## src/rtl/rom_download_sched.sv

```systemverilog
`default_nettype none
// ---------------------------------------------------------------------------
// rom_download_sched : routes data_io ROM bytes into the two sdram write ports
// Revision 1.0
// ---------------------------------------------------------------------------
module rom_download_sched #(
  parameter logic [24:0] BG_BASE  = 25'h00E000,
  parameter logic [24:0] BG_SIZE  = 25'h008000,
  parameter int          RST_HOLD = 16
) (
  input  logic        clk_sys,
  input  logic        reset,
  input  logic        ioctl_downl,
  input  logic        ioctl_wr,
  input  logic [24:0] ioctl_addr,
  input  logic [7:0]  ioctl_dout,
  output logic        port1_req,
  input  logic        port1_ack,
  output logic [22:0] port1_a,
  output logic [1:0]  port1_ds,
  output logic [15:0] port1_d,
  output logic        port2_req,
  input  logic        port2_ack,
  output logic [13:0] port2_a,
  output logic [1:0]  port2_ds,
  output logic [15:0] port2_d,
  output logic        port_we,
  output logic        rom_loaded,
  output logic        core_reset,
  output logic        overrun
);

  localparam int HOLD_W = (RST_HOLD > 1) ? $clog2(RST_HOLD) : 1;
  localparam logic [HOLD_W-1:0] HOLD_LAST = HOLD_W'(RST_HOLD - 1);

  typedef enum logic [0:0] {
    S_IDLE = 1'b0,
    S_WAIT = 1'b1
  } state_t;

  state_t state, state_nx;

  logic        wr_prev;
  logic        push, push_ok, pop;
  logic [32:0] fifo_mem [2];
  logic        wr_ptr, rd_ptr;
  logic [1:0]  count;
  logic [24:0] head_addr, off;
  logic [7:0]  head_data;
  logic        to_p1, to_p2, issue1, issue2;
  logic        active, ack_match;
  logic        fell, drained, drain_pend;
  logic        hold;
  logic [HOLD_W-1:0] hold_cnt;

  // wr_prev resets high so a strobe already asserted is never taken as an edge
  assign push    = ioctl_downl & ioctl_wr & ~wr_prev;
  assign push_ok = push & ((count != 2'd2) | pop);

  assign head_addr = fifo_mem[rd_ptr][32:8];
  assign head_data = fifo_mem[rd_ptr][7:0];
  assign off       = head_addr - BG_BASE;
  assign to_p1     = head_addr < BG_BASE;
  assign to_p2     = !to_p1 && (off < BG_SIZE);

  assign ack_match = active ? (port2_ack == port2_req) : (port1_ack == port1_req);

  always_comb begin
    state_nx = state;
    pop      = 1'b0;
    issue1   = 1'b0;
    issue2   = 1'b0;
    case (state)
      S_IDLE: begin
        if (count != 2'd0) begin
          pop = 1'b1;
          if (to_p1) begin
            issue1   = 1'b1;
            state_nx = S_WAIT;
          end else if (to_p2) begin
            issue2   = 1'b1;
            state_nx = S_WAIT;
          end
        end
      end
      S_WAIT: begin
        if (ack_match) state_nx = S_IDLE;
      end
      default: state_nx = S_IDLE;
    endcase
  end

  always_ff @(posedge clk_sys) begin
    if (reset) state <= S_IDLE;
    else       state <= state_nx;
  end

  always_ff @(posedge clk_sys) begin
    if (reset) begin
      wr_prev <= 1'b1;
      wr_ptr  <= 1'b0;
      rd_ptr  <= 1'b0;
      count   <= 2'd0;
      overrun <= 1'b0;
    end else begin
      wr_prev <= ioctl_wr;
      if (push_ok) begin
        fifo_mem[wr_ptr] <= {ioctl_addr, ioctl_dout};
        wr_ptr           <= ~wr_ptr;
      end
      if (pop) rd_ptr <= ~rd_ptr;
      if (push && !push_ok) overrun <= 1'b1;
      case ({push_ok, pop})
        2'b10:   count <= count + 2'd1;
        2'b01:   count <= count - 2'd1;
        default: count <= count;
      endcase
    end
  end

  always_ff @(posedge clk_sys) begin
    if (reset) begin
      port1_req <= 1'b0;
      port1_a   <= '0;
      port1_ds  <= '0;
      port1_d   <= '0;
      port2_req <= 1'b0;
      port2_a   <= '0;
      port2_ds  <= '0;
      port2_d   <= '0;
      active    <= 1'b0;
    end else if (issue1) begin
      port1_req <= ~port1_req;
      port1_a   <= head_addr[23:1];
      port1_ds  <= {head_addr[0], ~head_addr[0]};
      port1_d   <= {head_data, head_data};
      active    <= 1'b0;
    end else if (issue2) begin
      // BG words interleave: low offset bits form the row, bit 14 picks the bank half
      port2_req <= ~port2_req;
      port2_a   <= {off[12:0], off[14]};
      port2_ds  <= {off[13], ~off[13]};
      port2_d   <= {head_data, head_data};
      active    <= 1'b1;
    end
  end

  assign fell    = port_we & ~ioctl_downl;
  assign drained = (count == 2'd0) && (state == S_IDLE);

  always_ff @(posedge clk_sys) begin
    if (reset) begin
      port_we    <= 1'b0;
      rom_loaded <= 1'b0;
      drain_pend <= 1'b0;
    end else begin
      port_we <= ioctl_downl;
      if ((fell || drain_pend) && drained && !ioctl_downl) begin
        rom_loaded <= 1'b1;
        drain_pend <= 1'b0;
      end else if (fell) begin
        drain_pend <= 1'b1;
      end
    end
  end

  always_ff @(posedge clk_sys) begin
    if (reset) begin
      hold     <= 1'b1;
      hold_cnt <= '0;
    end else if (ioctl_downl || port_we || drain_pend || !rom_loaded) begin
      hold     <= 1'b1;
      hold_cnt <= '0;
    end else if (hold) begin
      if (hold_cnt == HOLD_LAST) hold <= 1'b0;
      else                       hold_cnt <= hold_cnt + HOLD_W'(1);
    end
  end

  // a new download must stop the core in the very cycle it begins
  assign core_reset = hold | ioctl_downl;

endmodule
`default_nettype wire

```

## config.mk

```make
export PLATFORM = sky130hd
export DESIGN_NAME = rom_download_sched
export DESIGN_NICKNAME = d
export VERILOG_FILES = /design/src/rtl/rom_download_sched.sv
export SDC_FILE = /design/constraint.sdc
export NUM_CORES = 1
export LEC_CHECK = 0
export ABC_AREA = 1
export ABC_CLOCK_PERIOD_IN_PS = 8400
export CELL_PAD_IN_SITES_DETAIL_PLACEMENT = 1
export CELL_PAD_IN_SITES_GLOBAL_PLACEMENT = 1
export CORE_MARGIN = 2
export CORE_UTILIZATION = 42
export DETAILED_ROUTE_END_ITERATION = 10
export PLACE_DENSITY_LB_ADDON = 0.2
export SLEW_MARGIN = 20
export SYNTH_ARGS = -nofsm -noshare
export SYNTH_HDL_FRONTEND = slang
export SYNTH_SLANG_ARGS = --single-unit
```

## constraint.sdc

```tcl
create_clock -name clk_sys -period 8.4 [get_ports clk_sys]
set_input_delay 2.52 -clock clk_sys [delete_from_list [all_inputs] [get_ports clk_sys]]
set_output_delay 2.52 -clock clk_sys [all_outputs]
set_load 0.05 [all_outputs]
```

==> out/qor.csv <==
metric,value,unit
placed cell areas,7090,um^2
slew margin rel.,42.4,%
Layout Nets,769,
Worst Tran Pin Value,0.863,ns
clock buffer depth,2,
io pins,118,
final count of pins violating max slew,0,
Reg-to-Reg End,port1_a[6],
Ant. Diodes,0,
initial antenna violation count,0,
row cnt,43,
RSZ-0062 raised after global routing,no,
clock root cell,clkbuf_16,
number of max-cap violations,0,
clk sink count,142,
die area,15000,um^2
final instance area,7640,um^2
fmax,153,MHz
Routed WL,15500,um
crit path launch type,input port,
min-delay worst type,register to register,
Syn Inst Count,628,
TritonCTS clock tree,yes,
Tot GR Track Use,21.4,%
post-CTS setup buffers,0,
"worst slack, placed",1.86,ns
Final WS setup,1.86,ns
CP Max Fanout,4,
Remaining DRCs,0,
Hold WS,0.446,ns
Pre-Repair DR Iteration Count,4,
Total Power,1.80,mW
post-layout util,55.3,%
syn_nets,670,
Yosys reg bits,142,
vias in the first global route,4842,
outcome,"complete, no violations",
Worst R2R Setup Slack,4.62,ns
Via Count,4548,
WP data required,5.88,ns
Critical Path AT,4.02,ns
cell area after synthesis,5910,um^2
Final Cycle Share,77.8,%
share of layout cells above drive strength 1,7.84,%
largest net degree at the start of global routing,48,
CTS H-tree depth,4,
GP Congestion,0.853,
Placed Cells incl. Taps,888,
grt ovf,0,
Mapped Avg Cell Area,9.42,um^2
Initial Util,42.8,%
multi-input logic area,1800,um^2
initial DRC count,185,
"Hold Violations, Final",0,
core region area,13800,um^2
final non-filler cell total,920,
Die W,123,um
Filler Cells Inserted,1572,
Reg area,3500,um^2
ANT nets after route,0,
PostCTS Resize Cnt,0,
R2R cell count,10,
Final min period,6.54,ns
endpoints failing setup,0,
Buffers on Ports,117,
vias per cell,4.94,
DPL Wire Length,9980,um
Leak,3.01,nW
CTS Buf Count,17,
number of distinct library cells after synthesis,35,
Crit. Startpoint,ioctl_downl,
power per cell area,236,nW/um^2
Setup TNS Final,0,ns
DIE HEIGHT,123,um
Clock Skews,0.00973,ns
Skew-Pair Late Insertion Delay,0.42,ns
Post-CTS Hold Fix Bufs,0,
CP Capture Point,core_reset,
first-pass GRT wire length,24400,um
critical path class,input port to primary output,
Worst setup EP type,primary output,
VDD IR-drop max,0.118,mV
Min-Delay Path Depth,2,
post-synthesis sequential area ratio,59.2,%
Layout area overhead,29.3,%
WL/cell,16.8,um
"CTS clk-pin slew, worst paths",0.06,ns
Yosys warning count,0,
==> report_power, final <==
group	switching, mW	internal, mW
registers	0.0283	0.738
clock network	0.275	0.418
logic	0.238	0.107
total	0.541	1.26
==> critical path: stages <==
cell             delay [ns]
clkdlybuf4s50_1        0.47
or2_2                  0.32
clkdlybuf4s50_1        0.70
==> registers in the layout, indices dropped and copies added (netlist names), 2 cells and up, named ones only <==
register / cells
count: 2
fifo_mem: 66
hold_cnt: 4
port1_a: 23
port1_d: 8
port1_ds: 2
port2_a: 14
port2_d: 8
port2_ds: 2
==> cells in the final DEF, fill, tap and decap left out, drive strengths merged, types with 16 or more instances in the layout <==
| master | synthesis | layout |
|---|---|---|
| nand2 | 131 | 131 |
| clkdlybuf4s50 | 0 | 116 |
| inv | 91 | 91 |
| nor2 | 82 | 82 |
| dfxtp | 76 | 76 |
| edfxtp | 66 | 66 |
| nand3 | 43 | 43 |
| clkbuf | 8 | 26 |
| a211oi | 22 | 22 |
| mux2i | 20 | 20 |
| a21oi | 18 | 18 |
| o21ai | 16 | 16 |
==> layout make-up <==
cell class / instances / share of cell area, %
flip-flops and latches: 142 / 45.8
multi-input cells: 353 / 23.6
repair buffers: 122 / 16.0
clock buffers: 26 / 6.71
inverters: 91 / 4.50
well taps: 180 / 2.95
clock inverters: 6 / 0.442
==> logic make-up (layout without fill, tap and decap cells) <==
family                   Yosys count  count (layout)  share of synthesized area [%]
AND/OR/NAND/NOR                  271             271                           19.4
flip-flops                       142             142                           59.2
buffers and inverters            133             245                           10.6
AO/OA/AOI/OAI                     56              56                           6.26
multiplexers                      20              20                           3.38
adder cells (fa/ha/maj)            3               3                          0.635
XOR/XNOR                           3               3                          0.444
==> cells in the mapped netlist <==
master	instances	share of area, %
nand2_1	129	8.2
nand2_2	2	0.21
o21ai_1	2	0.17
nand3_1	41	3.5
buf_4	18	2.3
a21oi_1	16	1.4
o21ai_0	14	1.2
dfxtp_1	76	26
mux2i_1	20	3.4
or2_1	1	0.11
buf_2	5	0.42
a21oi_4	1	0.28
nand3_4	1	0.30
nand4_1	6	0.63
inv_1	87	5.5
nor3_1	3	0.25
buf_6	7	1.3
a211oi_1	18	2.3
edfxtp_1	66	34
nor2_4	2	0.38
or2_2	2	0.21
nand3_2	1	0.17
ha_1	3	0.63
nor2_2	2	0.21
clkbuf_1	8	0.51
xor2_1	2	0.30
nand3b_1	1	0.13
inv_4	1	0.11
xnor2_1	1	0.15
inv_2	3	0.19
a21oi_2	1	0.15
a211oi_2	4	0.85
nor2_1	78	5.0
buf_1	4	0.25
nor4_1	2	0.21
==> per-layer routing <==
metal	global-route usage, %	part of all wire [%]
met5	0	0
met2	38.6	52
met1	24.6	43
met3	5.30	3.9
met4	7.54	1.5
==> worst min-delay path by stage <==
| stage | start | slack, ns | end |
|---|---|---|---|
| 3_5_place_dp | port1_a[22] | 0.43 | port1_a[22] |
| 3_3_place_gp | port1_a[22] | 0.42 | port1_a[22] |
| 4_1_cts | port1_a[20] | 0.45 | port1_a[20] |
| 6_report | port1_a[20] | 0.45 | port1_a[20] |
| 5_1_grt | port1_a[22] | 0.46 | port1_a[22] |
| 2_1_floorplan | hold_cnt[3] | 0.42 | hold_cnt[3] |
Note: power is estimated with default switching activity, not from simulation.
